**config.mk**
```make
export PLATFORM = sky130hd
export DESIGN_NAME = muldiv_unit
export DESIGN_NICKNAME = d
export VERILOG_FILES = /design/src/rtl/muldiv_unit.sv
export SDC_FILE = /design/constraint.sdc
export NUM_CORES = 2
export LEC_CHECK = 0
export ABC_CLOCK_PERIOD_IN_PS = 7800
export CAP_MARGIN = 20
export CORE_ASPECT_RATIO = 1.75
export CORE_MARGIN = 2
export CORE_UTILIZATION = 65
export DETAILED_ROUTE_END_ITERATION = 6
export PLACE_DENSITY = 0.86
export SETUP_SLACK_MARGIN = 0.05
export SLEW_MARGIN = 20
export SYNTH_ARGS = -nofsm -noshare
export SYNTH_HDL_FRONTEND = slang
export SYNTH_SLANG_ARGS = --single-unit
```
**constraint.sdc**
```tcl
create_clock -name clk -period 7.8 [get_ports clk]
set_input_delay 1.56 -clock clk [delete_from_list [all_inputs] [get_ports clk]]
set_output_delay 1.56 -clock clk [all_outputs]
set_load 0.01 [all_outputs]
```
**src/rtl/muldiv_unit.sv**
```systemverilog
// RV32M/RV64M multiply/divide unit for the execute stage (MUL/MULH/MULHSU/MULHU/DIV/DIVU/REM/REMU).
// Latency: multiply MUL_LAT+1 cycles, divide XLEN+1 cycles, zero-divisor/overflow 1 cycle.
// Backpressure: busy_E stalls F/D/E while an op is in flight; done_E pulses once with result_E.
module muldiv_unit #(
  parameter int XLEN    = 32,
  parameter int MUL_LAT = 2
) (
  input  logic            clk,
  input  logic            reset,
  input  logic            start_E,
  input  logic [2:0]      op_E,
  input  logic [XLEN-1:0] src_a_E,
  input  logic [XLEN-1:0] src_b_E,
  input  logic            flush_E,
  output logic            busy_E,
  output logic            done_E,
  output logic [XLEN-1:0] result_E
);

  // Counter must hold both XLEN (divide iterations) and MUL_LAT-1.
  localparam int CW = $clog2(XLEN + MUL_LAT + 1);
  localparam logic [XLEN-1:0] MOST_NEG = {1'b1, {(XLEN-1){1'b0}}};

  typedef enum logic [1:0] {S_IDLE, S_MUL, S_DIV, S_DONE} state_t;

  state_t              state_q, state_d;
  logic [CW-1:0]       cnt_q, cnt_d;
  logic [1:0]          op_q, op_d;       // op[2] is only needed at acceptance
  logic [2*XLEN-1:0]   prod_q, prod_d;
  logic [XLEN-1:0]     rem_q, rem_d;
  logic [XLEN-1:0]     quo_q, quo_d;     // holds the shifting dividend, then the quotient
  logic [XLEN-1:0]     dvs_q, dvs_d;
  logic                qneg_q, qneg_d;
  logic                rneg_q, rneg_d;
  logic [XLEN-1:0]     result_q, result_d;

  // Operand conditioning at acceptance: sign-extended multiply operands, divide magnitudes.
  logic              mul_a_s, mul_b_s, div_s, a_neg, b_neg;
  logic [2*XLEN-1:0] a_ext, b_ext, prod_full;
  logic [XLEN-1:0]   a_mag, b_mag;

  // Product is formed on 2*XLEN-wide extended operands so the high half is exact for every signedness.
  always_comb begin
    mul_a_s   = (op_E[1:0] == 2'b01) || (op_E[1:0] == 2'b10);
    mul_b_s   = (op_E[1:0] == 2'b01);
    a_ext     = {{XLEN{mul_a_s & src_a_E[XLEN-1]}}, src_a_E};
    b_ext     = {{XLEN{mul_b_s & src_b_E[XLEN-1]}}, src_b_E};
    prod_full = a_ext * b_ext;
    div_s     = ~op_E[0];
    a_neg     = div_s & src_a_E[XLEN-1];
    b_neg     = div_s & src_b_E[XLEN-1];
    a_mag     = a_neg ? -src_a_E : src_a_E;
    b_mag     = b_neg ? -src_b_E : src_b_E;
  end

  // One restoring radix-2 step; the borrow out of the XLEN+1-bit subtract is the trial result.
  logic [XLEN:0]   shifted, trial;
  logic            ge;
  logic [XLEN-1:0] rem_nxt, quo_nxt, rem_fix, quo_fix;

  always_comb begin
    shifted = {rem_q, quo_q[XLEN-1]};
    trial   = shifted - {1'b0, dvs_q};
    ge      = ~trial[XLEN];
    rem_nxt = ge ? trial[XLEN-1:0] : shifted[XLEN-1:0];
    quo_nxt = {quo_q[XLEN-2:0], ge};
    quo_fix = qneg_q ? -quo_nxt : quo_nxt;
    rem_fix = rneg_q ? -rem_nxt : rem_nxt;
  end

  // Next-state and stall logic; flush aborts only while an op is in flight.
  always_comb begin
    state_d  = state_q;
    cnt_d    = cnt_q;
    op_d     = op_q;
    prod_d   = prod_q;
    rem_d    = rem_q;
    quo_d    = quo_q;
    dvs_d    = dvs_q;
    qneg_d   = qneg_q;
    rneg_d   = rneg_q;
    result_d = result_q;
    busy_E   = 1'b0;
    case (state_q)
      S_IDLE: begin
        if (start_E && !flush_E) begin
          busy_E = 1'b1;
          op_d   = op_E[1:0];
          if (!op_E[2]) begin
            prod_d  = prod_full;
            cnt_d   = CW'(MUL_LAT - 1);
            state_d = S_MUL;
          end else if (src_b_E == '0) begin
            result_d = op_E[1] ? src_a_E : '1;
            state_d  = S_DONE;
          end else if (div_s && (src_a_E == MOST_NEG) && (src_b_E == '1)) begin
            result_d = op_E[1] ? '0 : src_a_E;
            state_d  = S_DONE;
          end else begin
            rem_d   = '0;
            quo_d   = a_mag;
            dvs_d   = b_mag;
            qneg_d  = a_neg ^ b_neg;
            rneg_d  = a_neg;
            cnt_d   = CW'(XLEN);
            state_d = S_DIV;
          end
        end
      end
      S_MUL: begin
        busy_E = 1'b1;
        if (flush_E) begin
          cnt_d   = '0;
          state_d = S_IDLE;
        end else if (cnt_q == '0) begin
          result_d = (op_q == 2'b00) ? prod_q[XLEN-1:0] : prod_q[2*XLEN-1:XLEN];
          state_d  = S_DONE;
        end else begin
          cnt_d = cnt_q - CW'(1);
        end
      end
      S_DIV: begin
        busy_E = 1'b1;
        if (flush_E) begin
          cnt_d   = '0;
          state_d = S_IDLE;
        end else begin
          rem_d = rem_nxt;
          quo_d = quo_nxt;
          cnt_d = cnt_q - CW'(1);
          if (cnt_q == CW'(1)) begin
            result_d = op_q[1] ? rem_fix : quo_fix;
            state_d  = S_DONE;
          end
        end
      end
      S_DONE: begin
        // Held start_E is ignored here so the stalled instruction cannot retrigger.
        state_d = S_IDLE;
      end
      default: state_d = S_IDLE;
    endcase
  end

  assign done_E   = (state_q == S_DONE);
  assign result_E = result_q;

  // State and datapath registers, cleared asynchronously.
  always_ff @(posedge clk or posedge reset) begin
    if (reset) begin
      state_q  <= S_IDLE;
      cnt_q    <= '0;
      op_q     <= '0;
      prod_q   <= '0;
      rem_q    <= '0;
      quo_q    <= '0;
      dvs_q    <= '0;
      qneg_q   <= 1'b0;
      rneg_q   <= 1'b0;
      result_q <= '0;
    end else begin
      state_q  <= state_d;
      cnt_q    <= cnt_d;
      op_q     <= op_d;
      prod_q   <= prod_d;
      rem_q    <= rem_d;
      quo_q    <= quo_d;
      dvs_q    <= dvs_d;
      qneg_q   <= qneg_d;
      rneg_q   <= rneg_d;
      result_q <= result_d;
    end
  end

endmodule

```
==> summary.md, run 1 <==
| Metric | Value |
|---|---|
| Yosys reg bits | `204` |
| Input/output buffers | `104` |
| Maximum buffer depth of the clock tree | `3` |
| Number of ports placed on the die boundary | `105` |
| Adder-Cell Fraction of Synth Area | `49.05%` |
| H-Tree Level Count | `1` |
| Simple-gate area share of the yosys netlist | `15.42%` |
| Worst EP Category | `sequential cell input` |
| Share of the synthesized netlist area taken by xor and xnor gates | `3.452%` |
| Outcome | `did not finish` |
| Sequential-to-total area share from yosys stat | `9.725%` |
| Number of hold buffers added after CTS | `0` |
| Worst EP post-GRT repair | `prod_q[58]$_DFFE_PP0P_/D` |
| Clock sinks | `204` |
| Share of the synthesized area in compound gates (AO/OA/AOI/OAI) | `9.451%` |
| DPL Wire Length | `149200 um` |
| Maximum number of pins on one net before global-route repair | `106` |
| Halt Stage | `global routing (5_1_grt)` |
| Yosys warns | `0` |
| Number of instances in the synthesized netlist | `6107` |
| Library cell used as clock root buffer | `sky130_fd_sc_hd__clkbuf_16` |
| Total congestion overflow after global routing | `10` |
| TritonCTS buffer count | `20` |
| Post-Syn Area | `0.05249 mm^2` |
| Initial cell density of the core | `65.71%` |
| Log Error | `[ERROR GRT-0232] Routing congestion too high. Check the congestion heatmap in the GUI.` |
| Dominant combinational cell family by area after synthesis | `adder cells` |
| Number of library cell types mapped by synthesis | `85` |
| Primary FF master, synth | `sky130_fd_sc_hd__dfrtp_1` |
| Global router's overall resource usage | `59.43%` |
| Die height | `379.9 um` |
| Multiplexer share of the synthesized area | `1.180%` |
| Std cell rows | `137` |
| Share of synthesized flip-flops with an asynchronous set or reset | `100.0%` |
| Die outline width | `218.8 um` |
| Number of enable-type register cells in the synthesized netlist | `0` |
| Mean instance size in the synthesized netlist | `8.595 um^2` |
| Final weighted congestion in routability-driven placement | `1.037` |
| Syn nets | `7560` |
| Pre-CTS setup slack | `-1.990 ns` |
==> metal layers <==
layer | track usage, % | GRT overflow
met4 | 57.26 | 4
met2 | 82.00 | 6
met3 | 35.80 | 0
met5 | 13.87 | 0
met1 | 59.64 | 0
==> cell families after synthesis <==
kind of cell / Yosys count
AND/OR/NAND/NOR: 1813
buffers and inverters: 1638
adder cells (fa/ha/maj): 1382
AO/OA/AOI/OAI: 805
XOR/XNOR: 206
flip-flops: 204
multiplexers: 59
==> per-stage QoR <==
step                      instances  area [um^2]  utilization [%]  setup TNS (ns)
after CTS                      7574        61790            77.35          -19.84
after detailed placement       7455        58990            73.85          -69.16
after global placement         7455        58980            73.84          -66.76
after floorplan                6107        54000                -          -12.62
==> timing repair <==
action | CTS
cloned | 17
setup buffers | 79
gates resized for setup | 420
setup endpoints to repair | 48
pin swaps | 155
==> synth_stat cells, types with 48 or more instances <==
| cell | number | area share, % |
|---|---|---|
| sky130_fd_sc_hd__and2_1 | 264 | 3.1 |
| sky130_fd_sc_hd__nand3_1 | 48 | 0.46 |
| sky130_fd_sc_hd__nand2_1 | 1121 | 8.0 |
| sky130_fd_sc_hd__clkbuf_1 | 288 | 2.1 |
| sky130_fd_sc_hd__inv_1 | 1266 | 9.1 |
| sky130_fd_sc_hd__buf_1 | 76 | 0.54 |
| sky130_fd_sc_hd__o31ai_1 | 54 | 0.77 |
| sky130_fd_sc_hd__dfrtp_1 | 204 | 9.7 |
| sky130_fd_sc_hd__xor2_1 | 85 | 1.4 |
| sky130_fd_sc_hd__nor2_1 | 166 | 1.2 |
| sky130_fd_sc_hd__ha_1 | 256 | 6.1 |
| sky130_fd_sc_hd__xnor2_1 | 120 | 2.0 |
| sky130_fd_sc_hd__a21oi_1 | 215 | 2.0 |
| sky130_fd_sc_hd__fa_1 | 1126 | 43 |
| sky130_fd_sc_hd__o21ai_0 | 280 | 2.7 |
==> inputs of run 2 (changes only) <==
--- a/config.mk
+++ b/config.mk
@@ -7,12 +7,10 @@
 export LEC_CHECK = 0
 export ABC_CLOCK_PERIOD_IN_PS = 7800
 export CAP_MARGIN = 20
-export CORE_ASPECT_RATIO = 1.75
 export CORE_MARGIN = 2
-export CORE_UTILIZATION = 65
+export CORE_UTILIZATION = 40
 export DETAILED_ROUTE_END_ITERATION = 6
-export PLACE_DENSITY = 0.86
-export SETUP_SLACK_MARGIN = 0.05
+export PLACE_DENSITY_LB_ADDON = 0.15
 export SLEW_MARGIN = 20
 export SYNTH_ARGS = -nofsm -noshare
 export SYNTH_HDL_FRONTEND = slang
==> run 2 against run 1 <==
  * The flow now finishes, with violations (setup timing)
  * Synthesized cell count did not move
  * Synthesized area unchanged
==> summary.md, run 2 <==
| Metric | Value |
|---|---|
| Final weighted congestion in routability-driven placement | `0.9263 (-11%)` |
| Commonest cells after routing, fill and taps aside | `sky130_fd_sc_hd__inv_1, sky130_fd_sc_hd__nand2_1, sky130_fd_sc_hd__fa_1` |
| Wire length of the first global-routing pass | `285600 um` |
| Final Max Tran Viols | `0` |
| Sequential-to-total area share from yosys stat | `9.725% (unchanged)` |
| Number of DRC violations after detailed routing | `0` |
| Most common library cell in the layout ignoring fill and taps | `sky130_fd_sc_hd__inv_1` |
| Die outline width | `366.3 um (+67%)` |
| Initial antenna violation count | `4` |
| Number of cells on the worst reg-to-reg path | `25` |
| Number of ports placed on the die boundary | `105 (unchanged)` |
| Setup-failing EPs final | `39` |
| Die height | `366.3 um (-3.6%)` |
| Setup repair after global routing missed its margin | `yes` |
| Clock transition at the registers of the reported paths | `0.06 ns` |
| Biggest register | `prod_q` |
| Yosys reg bits | `204 (unchanged)` |
| CTS tree | `built` |
| Yosys warns | `0 (unchanged)` |
| Via count of the first global-routing pass | `45220` |
| Share of the synthesized area in the top cell type | `42.94% (unchanged)` |
| Area of the placeable core | `0.1298 mm^2` |
| Nature of the critical path endpoint | `flop` |
| Input/output buffers | `104 (unchanged)` |
| Syn nets | `7560 (unchanged)` |
| Final-layout worst hold slack | `0.4750 ns` |
| Clock latency at the later pin of the worst-skew pair | `0.56 ns` |
| Hold Crit Class | `flop to flop` |
| First drt pass iteration count | `6` |
| Worst r2r dst | `result_E[30]$_DFFE_PP0P_` |
| MaxCap Viol Count | `0` |
| Share of final-layout standard cells stronger than drive strength 1 | `17.53%` |
| Std cell rows | `132 (-3.6%)` |
| Highest achievable clock rate | `0.1169 GHz` |
| Setup crit start kind | `input port` |
| Crit path largest cell delay | `0.61 ns` |
| Synth area leader | `sky130_fd_sc_hd__fa_1` |
| Final total negative setup slack | `-16.98 ns` |
| Total detailed-routing wirelength | `185900 um` |
| Area overhead of the layout relative to synthesis | `20.39%` |
| Launch instance of the worst min-delay path | `result_E[19]$_DFFE_PP0P_` |
| Number of instances in the synthesized netlist | `6107 (unchanged)` |
| Number of hold buffers added after CTS | `0 (unchanged)` |
| Mean instance size in the synthesized netlist | `8.595 um^2 (unchanged)` |
| Fraction of the cycle the final worst path needs | `109.7%` |
| Post-Syn Area | `0.05249 mm^2 (unchanged)` |
| Flop2flop setup slack | `1.17 ns` |
| Detailed-route via count | `43150` |
| Final critical delay including setup and external delays | `8.553 ns` |
| Setup CP Type | `input port to flop` |
| Floorplan die area | `0.1341 mm^2` |
| Total congestion overflow after global routing | `0` |
| Outcome | `complete, but fails checks` |
| Worst hold path stage count | `2` |
| First DRT Iteration DRCs | `3145` |
| Req. time, crit path | `8.23 ns` |
| Maximum fanout along the worst path | `6` |
| Violated checks | `setup timing` |
| Finished Layout Cells | `8301` |
| Worst Tran Pin Value | `1.135 ns` |
| Endpoints failing hold | `0` |
| Pre-CTS setup slack | `-1.859 ns (+0.1313 ns)` |
| Maximum buffer depth of the clock tree | `3 (unchanged)` |
| Library cell used as clock root buffer | `sky130_fd_sc_hd__clkbuf_16` |
| Top cells by count, synth | `sky130_fd_sc_hd__inv_1, sky130_fd_sc_hd__fa_1, sky130_fd_sc_hd__nand2_1` |
| Max FFs per register | `64` |
| Maximum number of pins on one net before global-route repair | `112` |
| TritonCTS buffer count | `26 (+30%)` |
| Final antenna-violating net count | `0` |
| Start of the worst register-to-register path | `quo_q[31]$_DFFE_PP0P_` |
| Share of synthesized flip-flops with an asynchronous set or reset | `100.0% (unchanged)` |
| H-Tree Level Count | `1 (unchanged)` |
| Max transition margin | `23.67%` |
| Nets@finish | `7994` |
| Min-Delay Endpoint | `result_E[19]$_DFFE_PP0P_` |
| Number of library cell types mapped by synthesis | `85 (unchanged)` |
| Primary FF master, synth | `sky130_fd_sc_hd__dfrtp_1` |
| Mean routed wirelength per cell | `22.40 um` |
| Initial cell density of the core | `40.43% (-25 points)` |
| Global router's overall resource usage | `27.91%` |
| Cell with the most instances on the worst path | `sky130_fd_sc_hd__fa_1` |
| Arrival @ worst endpoint | `8.99 ns` |
| Placed cell count | `8140 (+9.2%)` |
| Via-per-instance ratio | `5.198` |
| Slowest CP cell | `sky130_fd_sc_hd__fa_2` |
| Worst clock skew on the final layout | `0.02085 ns` |
| DPL Wire Length | `152800 um (+2.4%)` |
| Final WS setup | `-0.7528 ns` |
| Leading cell type by number of instances after synthesis | `sky130_fd_sc_hd__inv_1` |
| Largest cells by area after synthesis | `sky130_fd_sc_hd__fa_1, sky130_fd_sc_hd__dfrtp_1, sky130_fd_sc_hd__inv_1` |
| Clock sinks | `204 (unchanged)` |
| Number of enable-type register cells in the synthesized netlist | `0 (unchanged)` |
[run 2: cell counts after synthesis]
No cell type changed its count.
[run 2: critical path: cells and delay by family]
kind,cells,cell delay [ns]
compound gates,8,1.44
buf+inv,11,0.84
simple gates,4,0.33
fa+ha+maj,10,4.52
mux,1,0.30
[run 2: layout make-up]
class	instances	area, um^2
clock buffers	37	753.2
multi-input cells	4265	42970
clock inverters	6	33.78
diodes	3	7.507
inverters	1268	4791
flip-flops and latches	204	5105
repair buffers	776	7352
well taps	1742	2180
fillers	12600	66620
[run 2: worst max-delay path by stage]
stage / start / endpoint / cells past startpoint
global placement: op_E[1] / prod_q[62]$_DFFE_PP0P_ / 32
floorplan: op_E[1] / prod_q[62]$_DFFE_PP0P_ / 32
finish: op_E[1] / prod_q[63]$_DFFE_PP0P_ / 34
detailed placement: op_E[1] / prod_q[63]$_DFFE_PP0P_ / 29
global route: op_E[1] / prod_q[62]$_DFFE_PP0P_ / 32
CTS: op_E[1] / prod_q[63]$_DFFE_PP0P_ / 34
[run 2: layer usage]
metal | routed length [um] | part of all wire, % | GRT usage [%] | vias up
met5 | 26 | 0.014 | 0 | -
met4 | 5697 | 3.1 | 7.479 | 4
met3 | 10390 | 5.6 | 2.922 | 200
met2 | 88300 | 47 | 46.34 | 1250
met1 | 81490 | 44 | 38.88 | 22330
li1 | - | - | - | 19370
[run 2: logic make-up (layout without fill, tap and decap cells)]
family | Yosys count | in the layout | synth area share (%)
XOR/XNOR | 206 | 206 | 3.452
flip-flops | 204 | 204 | 9.725
multiplexers | 59 | 59 | 1.180
buffers and inverters | 1638 | 2087 | 11.73
adder cells (fa/ha/maj) | 1382 | 1382 | 49.05
AND/OR/NAND/NOR | 1813 | 1813 | 15.42
AO/OA/AOI/OAI | 805 | 805 | 9.451
other | 0 | 3 | 0
[run 2: stage by stage]
step | instance area, um^2 | util [%]
finish | 63190 | 48.68
global route | 63180 | 48.67
CTS | 62280 | 47.98
detailed placement | 59490 | 45.83
global placement | 59490 | 45.83
floorplan | 54000 | -
[run 2: timing repair]
action                                  in CTS  in global routing
gates resized for setup                    353                152
pin swaps                                  250                182
setup buffers                               64                 63
hold endpoints to repair                     0                  0
endpoints found under the setup margin      47                 45
gates cloned                                 9                  3
Power of run 2 is left out: the tool's default activity adds up to more than one toggle a clock period on the data nets, which glitch-free logic cannot reach.
